--- config.mk ---
export PLATFORM = sky130hd
export DESIGN_NAME = transmission_splitter_mc_flat
export DESIGN_NICKNAME = d
export VERILOG_FILES = /design/src/rtl/splitter_pkg.sv /design/src/rtl/transmission_splitter_mc_if.sv /design/src/rtl/rr_arbiter.sv /design/src/rtl/transmission_splitter_mc.sv /design/src/flat_wrapper.sv
export SDC_FILE = /design/constraint.sdc
export NUM_CORES = 2
export LEC_CHECK = 0
export ABC_CLOCK_PERIOD_IN_PS = 6900
export CAP_MARGIN = 15
export CORE_UTILIZATION = 40
export CTS_CLUSTER_DIAMETER = 200
export CTS_CLUSTER_SIZE = 10
export DETAILED_ROUTE_END_ITERATION = 10
export PLACE_DENSITY = 0.71
export SYNTH_ARGS = -nofsm -noshare
export SYNTH_HDL_FRONTEND = slang
export SYNTH_SLANG_ARGS = --single-unit
--- constraint.sdc ---
create_clock -name i_clk -period 6.9 [get_ports i_clk]
set_clock_uncertainty 0.15 [all_clocks]
set_input_delay 0.69 -clock i_clk [delete_from_list [all_inputs] [get_ports i_clk]]
set_output_delay 0.69 -clock i_clk [all_outputs]
set_load 0.05 [all_outputs]
--- src/rtl/splitter_pkg.sv ---
// Shared types and constants for the multi-channel transmission splitter.
package splitter_pkg;

    localparam int SPL_NUM_CH     = 4;
    localparam int SPL_ADDR_W     = 64;
    localparam int SPL_DEV_ADDR_W = 32;
    localparam int SPL_SIZE_W     = 32;
    localparam int SPL_MAX_CHUNK  = 256;
    localparam int SPL_BOUNDARY   = 4096;

    localparam int CH_W = (SPL_NUM_CH > 1) ? $clog2(SPL_NUM_CH) : 1;

    // Offset of a host address inside its no-cross window.
    localparam logic [SPL_ADDR_W-1:0] BOUNDARY_MASK = SPL_ADDR_W'(SPL_BOUNDARY - 1);

    typedef enum logic {
        ARB   = 1'b0,
        ISSUE = 1'b1
    } state_t;

    typedef struct packed {
        logic [SPL_ADDR_W-1:0]     host;
        logic [SPL_DEV_ADDR_W-1:0] dev;
        logic [SPL_SIZE_W-1:0]     size;
        logic                      dir;
        logic [CH_W-1:0]           channel;
    } chunk_t;

    function automatic logic [SPL_SIZE_W-1:0] min3(input logic [SPL_SIZE_W-1:0] a,
                                                   input logic [SPL_SIZE_W-1:0] b,
                                                   input logic [SPL_SIZE_W-1:0] c);
        logic [SPL_SIZE_W-1:0] m;
        m = (a < b) ? a : b;
        return (m < c) ? m : c;
    endfunction

endpackage

--- src/rtl/transmission_splitter_mc_if.sv ---
// Downstream chunk request interface towards the PCIe DMA engine.
interface transmission_splitter_mc_if #(
    parameter int ADDR_W     = splitter_pkg::SPL_ADDR_W,
    parameter int DEV_ADDR_W = splitter_pkg::SPL_DEV_ADDR_W,
    parameter int SIZE_W     = splitter_pkg::SPL_SIZE_W,
    parameter int CH_W       = splitter_pkg::CH_W
);
    logic                  dma_pending;
    logic                  dma_done;
    logic [SIZE_W-1:0]     dma_size;
    logic [ADDR_W-1:0]     dma_address_host;
    logic [DEV_ADDR_W-1:0] dma_address_device;
    logic                  dma_dir_write;
    logic [CH_W-1:0]       dma_channel;

    modport master (
        output dma_pending, dma_size, dma_address_host, dma_address_device,
               dma_dir_write, dma_channel,
        input  dma_done
    );

    modport slave (
        input  dma_pending, dma_size, dma_address_host, dma_address_device,
               dma_dir_write, dma_channel,
        output dma_done
    );
endinterface

--- src/rtl/rr_arbiter.sv ---
// Combinational round-robin pick: first requester at or after the pointer.
module rr_arbiter
    import splitter_pkg::*;
#(
    parameter int NUM_CH  = SPL_NUM_CH,
    parameter int ARB_W   = CH_W
) (
    input  logic [NUM_CH-1:0] req_i,
    input  logic [ARB_W-1:0]  ptr_i,
    output logic [NUM_CH-1:0] gnt_o,
    output logic [ARB_W-1:0]  idx_o
);
    logic             found;
    logic [ARB_W-1:0] cand;

    // scan NUM_CH positions starting from the pointer, wrapping around
    always_comb begin
        gnt_o = '0;
        idx_o = '0;
        found = 1'b0;
        cand  = '0;
        for (int i = 0; i < NUM_CH; i++) begin
            cand = ARB_W'((int'(ptr_i) + i) % NUM_CH);
            if (!found && req_i[cand]) begin
                found       = 1'b1;
                gnt_o[cand] = 1'b1;
                idx_o       = cand;
            end
        end
    end
endmodule

--- src/rtl/transmission_splitter_mc.sv ---
// Multi-channel DMA descriptor splitter: cuts descriptors into boundary-safe
// chunks and round-robins them onto a single chunk request interface.
//   state | meaning
//   ARB   | pick next active channel, latch its chunk
//   ISSUE | chunk pending, waiting for dma_done
module transmission_splitter_mc
    import splitter_pkg::*;
#(
    parameter int NUM_CH     = SPL_NUM_CH,
    parameter int ADDR_W     = SPL_ADDR_W,
    parameter int DEV_ADDR_W = SPL_DEV_ADDR_W,
    parameter int SIZE_W     = SPL_SIZE_W,
    parameter int MAX_CHUNK  = SPL_MAX_CHUNK,
    parameter int BOUNDARY   = SPL_BOUNDARY
) (
    input  logic                         i_clk,
    input  logic                         i_rst_n,
    input  logic [NUM_CH*ADDR_W-1:0]     conf_start_address_host,
    input  logic [NUM_CH*DEV_ADDR_W-1:0] conf_start_address_device,
    input  logic [NUM_CH*SIZE_W-1:0]     conf_size,
    input  logic [NUM_CH-1:0]            conf_dir_write,
    input  logic [NUM_CH-1:0]            conf_valid,
    output logic [NUM_CH-1:0]            conf_ready,
    output logic [NUM_CH-1:0]            conf_transaction_done,
    transmission_splitter_mc_if.master   dma
);
    localparam int LCH_W = (NUM_CH > 1) ? $clog2(NUM_CH) : 1;

    state_t                state_q;
    chunk_t                chunk_q;
    chunk_t                chunk_d;
    logic                  pending_q;
    logic [LCH_W-1:0]      rr_ptr_q;
    logic [ADDR_W-1:0]     cur_host_q [NUM_CH];
    logic [DEV_ADDR_W-1:0] cur_dev_q  [NUM_CH];
    logic [SIZE_W-1:0]     rem_q      [NUM_CH];
    logic [NUM_CH-1:0]     dir_q;
    logic [NUM_CH-1:0]     active_q;
    logic [NUM_CH-1:0]     ready_q;
    logic [NUM_CH-1:0]     done_q;
    logic [NUM_CH-1:0]     arb_gnt;
    logic [NUM_CH-1:0]     accept;
    logic [LCH_W-1:0]      arb_idx;
    logic [SIZE_W-1:0]     space_d;
    logic                  chunk_done;

    rr_arbiter #(.NUM_CH(NUM_CH), .ARB_W(LCH_W)) u_arb (
        .req_i (active_q),
        .ptr_i (rr_ptr_q),
        .gnt_o (arb_gnt),
        .idx_o (arb_idx)
    );

    assign accept     = conf_valid & ready_q;
    assign chunk_done = (state_q == ISSUE) && dma.dma_done;

    // chunk the arbitration winner would issue next
    always_comb begin
        space_d = SIZE_W'(BOUNDARY) - SIZE_W'(cur_host_q[arb_idx] & BOUNDARY_MASK);
        chunk_d = '{host:    cur_host_q[arb_idx],
                    dev:     cur_dev_q[arb_idx],
                    size:    min3(rem_q[arb_idx], SIZE_W'(MAX_CHUNK), space_d),
                    dir:     dir_q[arb_idx],
                    channel: arb_idx};
    end

    // top FSM with registered chunk request outputs
    always_ff @(posedge i_clk or negedge i_rst_n) begin
        if (!i_rst_n) begin
            state_q   <= ARB;
            pending_q <= 1'b0;
            chunk_q   <= '0;
            rr_ptr_q  <= '0;
        end else begin
            case (state_q)
                ARB: begin
                    if (|arb_gnt) begin
                        chunk_q   <= chunk_d;
                        pending_q <= 1'b1;
                        state_q   <= ISSUE;
                    end
                end
                ISSUE: begin
                    if (dma.dma_done) begin
                        pending_q <= 1'b0;
                        rr_ptr_q  <= (chunk_q.channel == LCH_W'(NUM_CH - 1)) ? '0
                                     : chunk_q.channel + 1'b1;
                        state_q   <= ARB;
                    end
                end
                default: state_q <= ARB;
            endcase
        end
    end

    // per-channel descriptor contexts; ready returns the cycle after the done pulse
    always_ff @(posedge i_clk or negedge i_rst_n) begin
        if (!i_rst_n) begin
            for (int c = 0; c < NUM_CH; c++) begin
                cur_host_q[c] <= '0;
                cur_dev_q[c]  <= '0;
                rem_q[c]      <= '0;
            end
            dir_q    <= '0;
            active_q <= '0;
            ready_q  <= '1;
            done_q   <= '0;
        end else begin
            for (int c = 0; c < NUM_CH; c++) begin
                if (done_q[c]) begin
                    done_q[c]  <= 1'b0;
                    ready_q[c] <= 1'b1;
                end
                if (accept[c]) begin
                    cur_host_q[c] <= conf_start_address_host[c*ADDR_W +: ADDR_W];
                    cur_dev_q[c]  <= conf_start_address_device[c*DEV_ADDR_W +: DEV_ADDR_W];
                    rem_q[c]      <= conf_size[c*SIZE_W +: SIZE_W];
                    dir_q[c]      <= conf_dir_write[c];
                    ready_q[c]    <= 1'b0;
                    if (conf_size[c*SIZE_W +: SIZE_W] == '0) begin
                        done_q[c] <= 1'b1;
                    end else begin
                        active_q[c] <= 1'b1;
                    end
                end
                if (chunk_done && (chunk_q.channel == LCH_W'(c))) begin
                    cur_host_q[c] <= cur_host_q[c] + ADDR_W'(chunk_q.size);
                    cur_dev_q[c]  <= cur_dev_q[c] + DEV_ADDR_W'(chunk_q.size);
                    rem_q[c]      <= rem_q[c] - chunk_q.size;
                    if (rem_q[c] == chunk_q.size) begin
                        active_q[c] <= 1'b0;
                        done_q[c]   <= 1'b1;
                    end
                end
            end
        end
    end

    assign conf_ready             = ready_q;
    assign conf_transaction_done  = done_q;
    assign dma.dma_pending        = pending_q;
    assign dma.dma_size           = chunk_q.size;
    assign dma.dma_address_host   = chunk_q.host;
    assign dma.dma_address_device = chunk_q.dev;
    assign dma.dma_dir_write      = chunk_q.dir;
    assign dma.dma_channel        = chunk_q.channel;

endmodule

--- src/flat_wrapper.sv ---
// flat-port wrapper written by rule: the top's interface ports become plain ports
module transmission_splitter_mc_flat import splitter_pkg::*;
#(
    parameter int NUM_CH     = SPL_NUM_CH,
    parameter int ADDR_W     = SPL_ADDR_W,
    parameter int DEV_ADDR_W = SPL_DEV_ADDR_W,
    parameter int SIZE_W     = SPL_SIZE_W,
    parameter int MAX_CHUNK  = SPL_MAX_CHUNK,
    parameter int BOUNDARY   = SPL_BOUNDARY
)
  (i_clk, i_rst_n, conf_start_address_host, conf_start_address_device, conf_size, conf_dir_write, conf_valid, conf_ready, conf_transaction_done, dma_dma_pending, dma_dma_size, dma_dma_address_host, dma_dma_address_device, dma_dma_dir_write, dma_dma_channel, dma_dma_done);
  transmission_splitter_mc_if #(.ADDR_W(ADDR_W), .DEV_ADDR_W(DEV_ADDR_W), .SIZE_W(SIZE_W)) dma_i ();
  input  logic i_clk;
  input  logic i_rst_n;
  input  logic [NUM_CH*ADDR_W-1:0] conf_start_address_host;
  input  logic [NUM_CH*DEV_ADDR_W-1:0] conf_start_address_device;
  input  logic [NUM_CH*SIZE_W-1:0] conf_size;
  input  logic [NUM_CH-1:0] conf_dir_write;
  input  logic [NUM_CH-1:0] conf_valid;
  output logic [NUM_CH-1:0] conf_ready;
  output logic [NUM_CH-1:0] conf_transaction_done;
  output wire logic [$bits(dma_i.dma_pending)-1:0] dma_dma_pending;
  output wire logic [$bits(dma_i.dma_size)-1:0] dma_dma_size;
  output wire logic [$bits(dma_i.dma_address_host)-1:0] dma_dma_address_host;
  output wire logic [$bits(dma_i.dma_address_device)-1:0] dma_dma_address_device;
  output wire logic [$bits(dma_i.dma_dir_write)-1:0] dma_dma_dir_write;
  output wire logic [$bits(dma_i.dma_channel)-1:0] dma_dma_channel;
  input wire logic [$bits(dma_i.dma_done)-1:0] dma_dma_done;
  assign dma_dma_pending = dma_i.dma_pending;
  assign dma_dma_size = dma_i.dma_size;
  assign dma_dma_address_host = dma_i.dma_address_host;
  assign dma_dma_address_device = dma_i.dma_address_device;
  assign dma_dma_dir_write = dma_i.dma_dir_write;
  assign dma_dma_channel = dma_i.dma_channel;
  assign dma_i.dma_done = dma_dma_done;
  transmission_splitter_mc #(.NUM_CH(NUM_CH), .ADDR_W(ADDR_W), .DEV_ADDR_W(DEV_ADDR_W), .SIZE_W(SIZE_W), .MAX_CHUNK(MAX_CHUNK), .BOUNDARY(BOUNDARY)) u_core (.i_clk(i_clk), .i_rst_n(i_rst_n), .conf_start_address_host(conf_start_address_host), .conf_start_address_device(conf_start_address_device), .conf_size(conf_size), .conf_dir_write(conf_dir_write), .conf_valid(conf_valid), .conf_ready(conf_ready), .conf_transaction_done(conf_transaction_done), .dma(dma_i));
endmodule
==> impl_metrics.yaml <==
routing:
  postRouteAntennaNets: 0
  dr.pass1.iters: 9
  wirelength_um: 225000
  vias: 52900
  viasPerCell: 6.12
  drcViolationCount: 0
  drt_iter0_drc: 5826
  wl_per_cell_um: 26.0
floorplan:
  start_util_pct: 40.3
  fp.dieW_um: 363
  core_um2: 129000
  num_rows: 132
  num_io_pins: 663
  die-height_um: 363
  dieArea_um2: 132000
critical_path:
  cp_slowest_stage_delay_ns: 0.69
  reg2regPathDepth: 17
  rr_startpoint: "u_core.rr_ptr_q[0]$_DFFE_PN0P_"
  worst_setup_path_end_kind: "flop"
  critical_path_arrival_ns: 6.80
  worst-path-buf-inv: 3
  worstPathMaxFanout: 60
  critical_path_class: "flop to flop"
  rrSetupSlack_ns: 0.53
  cp.required_ns: 7.33
  r2r-end: "u_core.dma.dma_size[0]$_DFFE_PN0P_"
  slowest_stage: "dfrtp_1"
  crit_path_start_kind: "flop"
  cp_top_family: "compound AO/OA/AOI/OAI gates"
  crit_path_cell_trace: "inv_1 -> ha_1 -> a221o_1 -> a221oi_4 -> buf_4 -> a31oi_1 -> nor4_1 -> nand4_1 -> or3_1 -> ha_1 -> and3_1 -> nand3_1 -> a21oi_1 -> a211oi_2 -> buf_4 -> mux2_2 -> o21ai_0"
cts:
  clk_latency_ns: 0.67
  clk_pin_slew_ns: 0.06
  cts_made_buffers: 76
  htreeDepth: 3
  cts_num_sinks: 663
  cts_tree: "yes"
  root_buffer: "clkbuf_16"
  cts_buffer_depth: 3
  cts_setup_buffers: 0
sta:
  rsz0062_at_grt: "no"
  fmax_mhz: 157
  final-setup-viol-count: 0
  setup_tns_ns: 0
  min_period_ns: 6.37
  worst_pin_slew_ns: 1.26
  slew_viol_final: 0
  period_share_pct: 92.4
  slew_headroom_pct: 16.2
  timing.final.hold_violations: 0
pwr:
  p_leak_nw: 28.8
  power_density_nw_per_um2: 460
  peakVddDrop_uv: 286
synthesis:
  synth_compound_area_share_pct: 21.9
  synth-edff-count: 0
  yosysSeqAreaShare_pct: 31.8
  synth_area_um2: 52200
  postSynthCellCount: 6346
  syn_area_per_cell_um2: 8.23
  synth_ff_type: "dfrtp_1"
  synthAdderAreaFrac_pct: 9.99
  synth_simple_gate_area_share_pct: 19.8
  synth_top_cell_by_area: "dfrtp_1"
  synthXorXnorAreaFrac_pct: 5.24
  yosysUniqueCellTypes: 91
  synthTopCellsByArea: "dfrtp_1 32%, ha_1 9.5%, nand2_1 7.5%, mux2i_1 6.4%, o21ai_0 6.4%"
  synthArstFlopShare_pct: 100
  synth_top_family_by_area: "compound AO/OA/AOI/OAI gates"
  ys_ff_latch: 663
  synth_top_area_share_pct: 31.6
  yosysWarnings: 0
  synthMuxAreaShare_pct: 7.72
flow_run:
  drv_cap: 0
cells_and_area:
  nets: 7810
  final_util_pct: 48.5
  fillCellCount: 12500
  final_common_cell: "nand2_1"
  area_growth_pct: 20.3
  drive_above_1_share_pct: 4.48
  layout_common_cells: "1,045 x nand2_1, 663 x o21ai_0, 659 x clkdlybuf4s50_1, 659 x dfrtp_1, 398 x ha_1"
grt:
  grt_pass1_vias: 49300
  grt_first_pass_wirelength_um: 325000
  grt_max_degree: 185
  grt_overflow: 0
  gr-usage-all-layers_pct: 33.1
  antenna_found_initial: 21
place:
  portBuffers: 662
  post-dp-hpwl_um: 173000
  gp_congestion: 0.994
min_path:
  min_to: "u_core.dma.dma_address_device[29]$_DFFE_PN0P_"
  hp-class: "flop to flop"
  holdPathStages: 2
  min_from: "u_core.dma.dma_address_device[29]$_DFFE_PN0P_"
status:
  status: "finished, final reports clean"
==> synthesized netlist by cell type (14+ instances only) <==
| library cell | instances |
|---|---|
| o311ai_0 | 16 |
| nand2b_1 | 67 |
| buf_1 | 51 |
| o211ai_1 | 54 |
| a211oi_1 | 123 |
| o21bai_1 | 39 |
| a211o_1 | 20 |
| a31o_2 | 14 |
| a21o_1 | 162 |
| o21a_1 | 63 |
| clkbuf_1 | 232 |
| ha_1 | 398 |
| or2_2 | 22 |
| xor2_1 | 100 |
| nand4_1 | 65 |
| a311oi_1 | 58 |
| inv_1 | 175 |
| o22ai_1 | 21 |
| xnor2_1 | 208 |
| nor2b_1 | 49 |
| nor3b_1 | 17 |
| nand2_1 | 1048 |
| or3_1 | 53 |
| o31ai_1 | 41 |
| nor2_1 | 335 |
| and2_1 | 51 |
| mux2_2 | 56 |
| o21ai_0 | 663 |
| nand3_1 | 224 |
| and3_1 | 109 |
| nor3_1 | 98 |
| dfrtp_1 | 659 |
| a31oi_1 | 46 |
| a21oi_1 | 377 |
| mux2i_1 | 332 |
| nor4_1 | 76 |
==> worst register-to-register path, cell delays in order, from the launching register on <==
cell	delay, ns
dfrtp_1	0.69
inv_1	0.24
ha_1	0.45
a221o_1	0.33
a221oi_4	0.66
buf_4	0.65
a31oi_1	0.39
nor4_1	0.46
nand4_1	0.21
or3_1	0.45
ha_1	0.33
and3_1	0.18
nand3_1	0.08
a21oi_1	0.05
a211oi_2	0.28
buf_4	0.22
mux2_2	0.34
o21ai_0	0.14
==> worst max-delay path by stage <==
stage                                              start                            endpoint  slack, ns  depth (start not counted)
after global placement    u_core.rr_ptr_q[0]$_DFFE_PN0P_  u_core.dma.dma_size[0]$_DFFE_PN0P_       0.75                         17
after global routing      u_core.rr_ptr_q[0]$_DFFE_PN0P_  u_core.dma.dma_size[0]$_DFFE_PN0P_       0.08                         17
final                     u_core.rr_ptr_q[0]$_DFFE_PN0P_  u_core.dma.dma_size[0]$_DFFE_PN0P_       0.53                         17
after CTS                 u_core.rr_ptr_q[0]$_DFFE_PN0P_  u_core.dma.dma_size[0]$_DFFE_PN0P_       0.64                         17
after floorplan           u_core.rr_ptr_q[0]$_DFFE_PN0P_  u_core.dma.dma_size[4]$_DFFE_PN0P_       1.49                         23
after detailed placement  u_core.rr_ptr_q[0]$_DFFE_PN0P_  u_core.dma.dma_size[0]$_DFFE_PN0P_       0.70                         17
==> report_power, final <==
part / switching [mW] / internal (mW) / total (mW)
Combinational: 11.0 / 6.85 / 17.9
Sequential: 1.83 / 5.43 / 7.26
Clock: 1.78 / 2.02 / 3.80
Total: 14.6 / 14.3 / 28.9
==> kinds of logic after synthesis <==
family | after synthesis
multiplexers | 392
AND/OR/NAND/NOR | 2254
AO/OA/AOI/OAI | 1842
other | 1
XOR/XNOR | 310
flip-flops | 663
adder cells (fa/ha/maj) | 410
buffers and inverters | 474
==> per-layer routing <==
metal	global-route usage, %	up-vias	routed length [um]
met2	50.1	2706	97400
met3	6.35	518	21400
met5	0	-	41
met1	44.8	25600	93700
li1	-	24100	-
met4	16.7	8	12800
==> flip-flops by register name, indices dropped and copies added, names as in the netlist <==
| register | count |
|---|---|
| u_core.dma.dma_size | 32 |
| u_core.dma.dma_dir_write | 1 |
| u_core.rem_q | 128 |
| u_core.cur_dev_q | 128 |
| u_core.dma.dma_channel | 2 |
| u_core.dma.dma_address_device | 32 |
| u_core.active_q | 4 |
| u_core.dma.dma_pending | 1 |
| u_core.conf_ready | 4 |
| u_core.rr_ptr_q | 2 |
| u_core.state_q | 1 |
| u_core.conf_transaction_done | 4 |
| u_core.dma.dma_address_host | 64 |
| u_core.dir_q | 4 |
| u_core.cur_host_q | 256 |
==> metrics by stage <==
stage | total power [mW] | hold WS (ns) | cells | worst slack, ns | area (um^2)
CTS | 28.6 | 0.333 | 8633 | 0.640 | 62800
global placement | 24.4 | 0.312 | 8538 | 0.750 | 60700
floorplan | 19.2 | 0.244 | 6349 | 1.49 | 52200
detailed placement | 24.7 | 0.319 | 8538 | 0.696 | 60700
global route | 30.8 | 0.356 | 8645 | 0.0827 | 62800
finish | 28.9 | 0.327 | 8649 | 0.526 | 62800
==> what timing repair did <==
item                       CTS  global route
hold endpoints to repair    68             0
hold buffers                 1             0
setup endpoints to repair    0             0
resized for setup            0             0
==> layout make-up <==
class,count,area (um^2),share of cell area (%)
multi-input cells,5212,33900,54.0
flip-flops and latches,663,16600,26.4
repair buffers,749,7390,11.8
well taps,1742,2180,3.47
clock buffers,88,1990,3.17
inverters,175,657,1.05
clock inverters,6,60.1,0.0956
diodes,14,35.0,0.0558
No activity file was read; power rests on OpenSTA's default activity.
